--- config.mk ---
export PLATFORM = sky130hd
export DESIGN_NAME = velocity_estimator
export DESIGN_NICKNAME = d
export VERILOG_FILES = /design/src/rtl/robot_pkg.sv /design/src/rtl/velocity_average.sv /design/src/rtl/velocity_estimator.sv
export SDC_FILE = /design/constraint.sdc
export NUM_CORES = 1
export LEC_CHECK = 0
export BUFFER_PORTS_ARGS = -buffer_cell sky130_fd_sc_hd__buf_2
export CAP_MARGIN = 20
export CORE_ASPECT_RATIO = 0.6
export CORE_MARGIN = 8
export CORE_UTILIZATION = 56
export DETAILED_ROUTE_END_ITERATION = 10
export PLACE_DENSITY_LB_ADDON = 0.08
export SLEW_MARGIN = 0
export SYNTH_ARGS = -nofsm -noshare
export SYNTH_HDL_FRONTEND = slang
export SYNTH_HIERARCHICAL = 1
export SYNTH_SLANG_ARGS = --single-unit
--- constraint.sdc ---
create_clock -name clock -period 4.1 [get_ports clock]
set_input_delay 1.025 -clock clock [delete_from_list [all_inputs] [get_ports clock]]
set_output_delay 1.025 -clock clock [all_outputs]
set_load 0.05 [all_outputs]
--- src/rtl/robot_pkg.sv ---
// Shared constants and types for the robot motion-sensing blocks.
package robot_pkg;

  localparam int unsigned POS_WIDTH             = 32;
  localparam int unsigned DEFAULT_SAMPLE_PERIOD = 50000;
  localparam int unsigned DEFAULT_VEL_WIDTH     = 16;

  // Estimator lifecycle: baseline capture, tap fill, steady-state output.
  typedef enum logic [1:0] {
    IDLE = 2'd0,
    FILL = 2'd1,
    RUN  = 2'd2
  } state_t;

endpackage

--- src/rtl/velocity_average.sv ---
// Four-tap moving average: shift in one delta per sample, publish the
// floored mean one cycle after the shift.
module velocity_average
  import robot_pkg::*;
#(
  parameter int unsigned VEL_WIDTH = DEFAULT_VEL_WIDTH
) (
  input  logic                        clock,
  input  logic                        reset,
  input  logic signed [VEL_WIDTH-1:0] delta,
  input  logic                        shift_en,
  output logic signed [VEL_WIDTH-1:0] average,
  output logic                        done
);

  logic signed [VEL_WIDTH-1:0] taps_q [4];
  logic                        shift_q;
  logic signed [VEL_WIDTH+1:0] sum;

  // Sum of the taps; two guard bits make overflow impossible.
  always_comb begin
    sum = '0;
    for (int i = 0; i < 4; i++) begin
      sum = sum + (VEL_WIDTH + 2)'(taps_q[i]);
    end
  end

  // Tap shift register (newest at index 0) plus the registered average.
  always_ff @(posedge clock) begin
    if (reset) begin
      for (int i = 0; i < 4; i++) begin
        taps_q[i] <= '0;
      end
      shift_q <= 1'b0;
      average <= '0;
      done    <= 1'b0;
    end else begin
      if (shift_en) begin
        taps_q[0] <= delta;
        taps_q[1] <= taps_q[0];
        taps_q[2] <= taps_q[1];
        taps_q[3] <= taps_q[2];
      end
      shift_q <= shift_en;
      done    <= shift_q;
      if (shift_q) begin
        // Arithmetic shift floors toward minus infinity.
        average <= VEL_WIDTH'(sum >>> 2);
      end
    end
  end

endmodule

--- src/rtl/velocity_estimator.sv ---
// Encoder velocity estimator: periodic position sampling, wrap-safe delta,
// saturation to the output width and a four-sample moving average.
module velocity_estimator
  import robot_pkg::*;
#(
  parameter int unsigned SAMPLE_PERIOD = DEFAULT_SAMPLE_PERIOD,
  parameter int unsigned VEL_WIDTH     = DEFAULT_VEL_WIDTH
) (
  input  logic                        clock,
  input  logic                        reset,
  input  logic [POS_WIDTH-1:0]        io_position,
  output logic signed [VEL_WIDTH-1:0] io_velocity,
  output logic                        io_valid,
  output logic                        io_saturated
);

  localparam int unsigned     CNT_W    = (SAMPLE_PERIOD > 2) ? $clog2(SAMPLE_PERIOD) : 1;
  localparam logic [CNT_W-1:0] CNT_LAST = CNT_W'(SAMPLE_PERIOD - 1);
  localparam longint          VMAX     = (longint'(1) <<< (VEL_WIDTH - 1)) - 1;
  localparam longint          VMIN     = -(longint'(1) <<< (VEL_WIDTH - 1));

  logic [CNT_W-1:0]            cnt_q;
  logic                        tick;
  state_t                      state_q;
  logic [1:0]                  fill_q;
  logic [POS_WIDTH-1:0]        prev_q;
  logic                        sat_q;
  logic                        emit_q;
  logic                        emit2_q;
  logic signed [VEL_WIDTH-1:0] vel_hold_q;

  logic [POS_WIDTH-1:0]        diff;
  logic signed [POS_WIDTH-1:0] raw;
  logic signed [VEL_WIDTH-1:0] sat_delta;
  logic                        clipped;
  logic                        shift_en;
  logic                        eligible;
  logic signed [VEL_WIDTH-1:0] avg;
  logic                        avg_done;

  assign tick = (cnt_q == CNT_LAST);

  // Sample-period counter; tick marks the last cycle of each period.
  always_ff @(posedge clock) begin
    if (reset) begin
      cnt_q <= '0;
    end else if (tick) begin
      cnt_q <= '0;
    end else begin
      cnt_q <= cnt_q + 1'b1;
    end
  end

  // Modular difference reinterpreted as signed makes counter wrap transparent.
  always_comb begin
    diff      = io_position - prev_q;
    raw       = signed'(diff);
    clipped   = 1'b0;
    sat_delta = raw[VEL_WIDTH-1:0];
    if (longint'(raw) > VMAX) begin
      sat_delta = VEL_WIDTH'(VMAX);
      clipped   = 1'b1;
    end else if (longint'(raw) < VMIN) begin
      sat_delta = VEL_WIDTH'(VMIN);
      clipped   = 1'b1;
    end
  end

  // The baseline tick in IDLE produces no delta; the fourth delta enters RUN.
  assign shift_en = tick && (state_q != IDLE);
  assign eligible = (state_q == RUN) || ((state_q == FILL) && (fill_q == 2'd3));

  // Lifecycle FSM, baseline capture, sticky saturation and valid pipeline.
  always_ff @(posedge clock) begin
    if (reset) begin
      state_q <= IDLE;
      fill_q  <= 2'd0;
      prev_q  <= '0;
      sat_q   <= 1'b0;
      emit_q  <= 1'b0;
      emit2_q <= 1'b0;
    end else begin
      emit_q  <= tick && eligible;
      emit2_q <= emit_q;
      if (tick) begin
        prev_q <= io_position;
        case (state_q)
          IDLE: begin
            state_q <= FILL;
            fill_q  <= 2'd0;
          end
          FILL: begin
            fill_q <= fill_q + 2'd1;
            if (fill_q == 2'd3) begin
              state_q <= RUN;
            end
          end
          RUN:     state_q <= RUN;
          default: state_q <= IDLE;
        endcase
        if (shift_en && clipped) begin
          sat_q <= 1'b1;
        end
      end
    end
  end

  // Holds the last published velocity between valid pulses.
  always_ff @(posedge clock) begin
    if (reset) begin
      vel_hold_q <= '0;
    end else begin
      vel_hold_q <= io_velocity;
    end
  end

  velocity_average #(
    .VEL_WIDTH (VEL_WIDTH)
  ) u_average (
    .clock    (clock),
    .reset    (reset),
    .delta    (sat_delta),
    .shift_en (shift_en),
    .average  (avg),
    .done     (avg_done)
  );

  assign io_valid     = avg_done && emit2_q;
  assign io_velocity  = io_valid ? avg : vel_hold_q;
  assign io_saturated = sat_q;

endmodule

== Word-level counts from Yosys, hierarchy flattened ==
Memory sizes are Yosys's and may differ from the RTL's.
Cells that the tools add are included.

* RAM bits: 64
* Logic and storage cells: 59
* Output and inout port bits: 18
* Register bits after elaboration: 89
* Input port bits: 34
* Bits in latches: 0
* Memories: 1
* ROM bits: 0

{| class="wikitable"
|+ Memory list
! memory !! words !! bits a word !! read ports !! clocked after memory_dff !! wr ports !! line !! RTL
|-
| u_average.taps_q || 4 || 16 || 4 || 0 || 4 || velocity_average.sv:16 || <nowiki>logic signed [VEL_WIDTH-1:0] taps_q [4];</nowiki>
|}

* Div/mod/pow operators: 0
* Bitwise operators: 4
* Shift-type cells: 0
* $lt $le $gt $ge: 2
* $add $sub $neg: 6
* Mux-type cells: 17
* $mul: 0
* Equal/unequal tests: 5
* Reduce and logical (&&, ||, !) cells: 13

{| class="wikitable"
|+ Operators with widths
! operator !! count
|-
| 16-bit 2-to-1 mux || 7
|-
| 32-bit by 16-bit > comparator with 1-bit output (second input constant) || 1
|-
| 32-bit by 16-bit < comparator with 1-bit output (second input constant) || 1
|-
| 32-bit subtractor || 1
|-
| 17-bit by 16-bit adder with 18-bit output || 1
|-
| 18-bit by 16-bit adder with 18-bit output || 1
|-
| 16-bit by 16-bit adder with 17-bit output || 1
|-
| 16-bit by 1-bit adder with 16-bit output (second input constant) || 1
|-
| 16-bit == test (second input constant) || 1
|-
| 1-bit 2-to-1 mux || 7
|-
| 2-bit case mux with 3 select lines || 1
|-
| 2-bit AND reduction || 3
|-
| 1-bit logical AND || 5
|-
| 2-bit == test (second input constant) || 2
|-
| 1-bit OR || 4
|-
| 2-bit case mux with 2 select lines || 1
|-
| 2-bit nonzero test || 2
|-
| 2-bit by 1-bit adder with 2-bit output (second input constant) || 1
|-
| 2-bit by 1-bit == test with 1-bit output (second input constant) || 1
|-
| 2-bit zero test || 1
|-
| 2-bit 2-to-1 mux || 1
|-
| 2-bit by 1-bit != test with 1-bit output (second input constant) || 1
|-
| 2-bit OR reduction || 1
|-
| 1-bit logical OR || 1
|}

== Depth between registers and ports, before layout ==
* Word-level depth: 6
* Gate-level depth with buffers: 15
* Mapped depth without buffers: 14

== Cells and area by module ==
The synthesis kept the hierarchy.

{| class="wikitable"
|+ By module, submodules not included
! module !! cells each !! times used !! seq. area each (um2) !! area each (um2)
|-
| velocity_estimator || 633 || 1 || 1421.4 || 4978.5
|-
| velocity_average || 434 || 1 || 2282.2 || 4780.8
|}

== Worst setup path after synthesis ==
OpenSTA, ideal clock, no wires.

* Path kind: input port to flip-flop
* From: in io_position[14]
* To: mem u_average/taps_q[0][9] in the netlist's numbering, data pin
* Setup time: 0.255 ns
* Stages: 14
* Required time: 3.845 ns
* Arrival time: 4.051 ns
* Path slack: -0.205 ns
* Path buffers: 2
* Path through: ha_1 -> buf_6 -> a21o_1 -> o21bai_4 -> a221o_1 -> a2111oi_2 -> or2_1 -> xnor2_1 -> or4_4 -> a2111oi_4 -> nor2_2 -> buf_6 -> a21o_1 -> and2_1

{| class="wikitable"
|+ RTL lines
! item !! line !! RTL
|-
| from (decl) || velocity_estimator.sv:11 || <nowiki>input logic [POS_WIDTH-1:0] io_position,</nowiki>
|-
| to (decl) || velocity_average.sv:16 ||
|}

==> results.sh <==
export IMPL_status="completed"
export IMPL_ys_ff_latch=153
export IMPL_syn_num_nets=1186
export IMPL_vias=7645
export IMPL_ys_warn_count=6
export IMPL_p_sw_w=0.00130
export IMPL_internal_power_w=0.00297
export IMPL_min_period_ns=4.04
export IMPL_wl_met2_microns=8990
export IMPL_ys_flop_type="dfxtp_1"
export IMPL_drt_pass1_iter_count=5
export IMPL_synth_area_sq_um=9760
export IMPL_die_w_microns=186
export IMPL_power_density_nw_per_um2=368
export IMPL_die_h_microns=118
export IMPL_core_sq_um=17100
export IMPL_critPathBufInv=3
export IMPL_io_buffer_count=51
export IMPL_fillCellCount=1396
export IMPL_gr_total_overflow=0
export IMPL_startpoint_type="input port"
export IMPL_postSynthCellCount=1067
export IMPL_crit_arrival_ns=4.23
export IMPL_grtUsageTotal_pct=20.5
export IMPL_cts_root_buf="clkbuf_16"
export IMPL_fin_crit_sh_pct=98.5
export IMPL_setup_viol=0
export IMPL_area_delta_synth_final_pct=18.9
export IMPL_power_frac_clock_pct=36.6
export IMPL_cts_sinks=153
export IMPL_drcViolationCount=0
export IMPL_fmax_ghz=0.248
export IMPL_rows=37
export IMPL_final_util_pct=67.9
export IMPL_hpwl_microns=16300
export IMPL_clk_path_buf_depth=2
export IMPL_worst_pin_slew_ns=0.816
export IMPL_gp_congestion=0.926
export IMPL_cp_slowest_cell="or4_4"
export IMPL_clkTransAtPathRegs_ns=0.07
export IMPL_switching_share_pct=30.5
export IMPL_worst_path_stages=16
export IMPL_wl_microns=22300
export IMPL_hold_path_class="reg2reg"
export IMPL_drv_slew=0
export IMPL_synth_cell_type_count=83
export IMPL_grt_first_pass_wirelength_microns=37400
export IMPL_htreeDepth=4
export IMPL_synth_edf_count=64
export IMPL_ir_drop_mv=0.382
export IMPL_holdPathStages=2
export IMPL_grt_max_degree=66
export IMPL_crit_required_ns=4.29
export IMPL_initial_core_util_pct=57.1
export IMPL_cp_top_family="compound AO/OA/AOI/OAI gates"
export IMPL_pwr_share_seq_pct=38.3
export IMPL_ys_async_sr_fraction_pct=0
export IMPL_syn_area_per_cell_sq_um=9.15
export IMPL_wire_per_inst_microns=15.6
export IMPL_final_area_sq_um=11600
export IMPL_max_cap_violations=0
export IMPL_final_setup_skew_ns=0.00858
export IMPL_post_dp_cell_area_sq_um=10900
export IMPL_clk_latency_ns=0.43
export IMPL_antenna_found_initial=0
export IMPL_end_kind="flip-flop"
export IMPL_comb_power_share_pct=25.1
export IMPL_path_class="in2reg"
export IMPL_ant_nets=0
export IMPL_wl_met3_microns=1340
export IMPL_highest_layer="met4"
export IMPL_via_per_inst=5.35
export IMPL_path_max_fanout=4
export IMPL_hold_violations=0
export IMPL_diodes=0
export IMPL_grt_pass1_vias=7397
export IMPL_crit_chain="buf_2 -> inv_2 -> ha_4 -> fa_2 -> nand2b_4 -> a21oi_4 -> o21ai_4 -> o21ai_4 -> a31oi_1 -> xnor2_1 -> or4_4 -> a2111oi_4 -> buf_4 -> o21ai_1 -> and2_1 -> and2_1"
export IMPL_numCtsBuffers=17
export IMPL_die_area_sq_um=22000
export IMPL_max_stage_delay_ns=0.54
export IMPL_nets=1301
export IMPL_p_total_w=0.00427
export IMPL_maxSlewHeadroom_pct=45.6
export IMPL_cellLeakagePower_nw=4.79
export IMPL_r2r_cells=13
export IMPL_layout_drive_gt1_share_pct=20.3
export IMPL_route_layer_met1_wl_microns=11900
export IMPL_yosysSeqAreaShare_pct=37.9
export IMPL_drt_iter0_drc=658
export IMPL_io_pins=52
export IMPL_cts_tree="yes"
==> metrics by stage <==
step | hold WS (ns) | TNS [ns] | setup WS, ns | cells
after floorplan | 0.414 | -0.0728 | -0.00730 | 1067
after global placement | 0.434 | -3.55 | -0.266 | 1395
after detailed placement | 0.440 | -4.76 | -0.348 | 1395
after CTS | 0.453 | 0 | 0.0706 | 1427
after global routing | 0.474 | -0.0322 | -0.0153 | 1429
final | 0.446 | 0 | 0.0608 | 1429
==> placed cells by master (no fill, tap or decap), types with 10 or more instances in the layout <==
master,count
a21oi_1,77
nor2b_1,20
dfxtp_1,89
and2_1,68
clkbuf_16,17
a211oi_1,10
nor2_1,64
buf_4,80
ha_1,40
xnor2_1,23
a21o_1,29
nand3_1,15
inv_1,140
nand2b_1,17
o21ai_0,22
fa_1,33
mux2_2,16
xor2_1,20
edfxtp_1,64
buf_2,51
ha_4,11
nand2_1,108
==> synth_stat cells, types with 18 or more instances <==
library cell,count,share of area (%)
nor2_1,64,2.5
nand2_1,109,4.2
dfxtp_1,89,18
nand2b_1,18,1.2
o21ai_0,29,1.5
and2_1,68,4.4
xnor2_1,23,2.1
a21oi_1,83,4.3
fa_1,34,7.0
xor2_1,20,1.8
a21o_1,29,2.2
ha_1,51,6.5
inv_1,141,5.4
edfxtp_1,64,20
clkbuf_1,25,0.96
nor2b_1,21,1.3
==> power by group through the flow <==
| stage | Combinational [W] | Sequential, W | Clock, W |
|---|---|---|---|
| 2_1_floorplan | 0.000753 | 0.00166 | 0 |
| 5_1_grt | 0.00119 | 0.00164 | 0.00166 |
| 4_1_cts | 0.00104 | 0.00164 | 0.00159 |
| 6_report | 0.00107 | 0.00164 | 0.00156 |
| 3_3_place_gp | 0.00101 | 0.00167 | 0 |
| 3_5_place_dp | 0.00102 | 0.00167 | 0 |
==> registers in the layout, indices dropped and copies added (netlist names) <==
register,count
fill_q,2
u_average/shift_q,1
cnt_q,16
emit_q,1
prev_q,32
u_average/done,1
vel_hold_q,16
state_q,2
io_saturated,1
u_average/taps_q,64
u_average/average,16
emit2_q,1
==> per-layer routing <==
metal / vias up / global-route usage (%)
met2: 187 / 28.0
met3: 8 / 5.23
met4: 0 / 4.38
li1: 3842 / -
met5: - / 0
met1: 3608 / 31.6
==> area by class of cell <==
| type | instances | area (sq um) | area share [%] |
|---|---|---|---|
| well taps | 234 | 293 | 2.52 |
| clock inverters | 14 | 148 | 1.27 |
| inverters | 142 | 533 | 4.59 |
| clock buffers | 18 | 429 | 3.70 |
| multi-input cells | 736 | 5620 | 48.4 |
| repair buffers | 132 | 876 | 7.55 |
| flip-flops and latches | 153 | 3700 | 31.9 |
==> worst paths after layout <==
check                      endpoint  slack [ns]                   start
max reg2reg   u_average/average[13]        0.27  u_average/taps_q[0][1]
min reg2reg   u_average/average[14]        0.45   u_average/average[14]
min           u_average/average[14]        0.45   u_average/average[14]
max          u_average/taps_q[0][0]        0.06          io_position[0]
==> worst reg2reg max path, cell delays in order, from the launching register on <==
cell,delay [ns]
edfxtp_1,0.42
inv_1,0.08
fa_1,0.53
inv_1,0.05
fa_1,0.44
nand3b_1,0.18
inv_1,0.08
fa_1,0.42
a211oi_1,0.42
o21a_1,0.21
nor2_1,0.10
a22oi_2,0.38
a2111oi_2,0.13
a221o_1,0.27
==> kinds of logic after synthesis <==
logic type | count (synthesis) | share of synthesized area [%]
compound gates | 225 | 15.6
flops | 153 | 37.9
buf+inv | 178 | 7.37
fa+ha+maj | 85 | 13.5
xor+xnor | 44 | 4.03
simple gates | 356 | 18.6
mux | 26 | 2.88
==> what timing repair did <==
action | CTS | global route
hold endpoints to repair | 0 | 0
setup buffers | 0 | 2
hold buffers | 0 | 0
resized for setup | 0 | 32
endpoints found under the setup margin | 0 | 15
(Power assumes the default switching activity.)
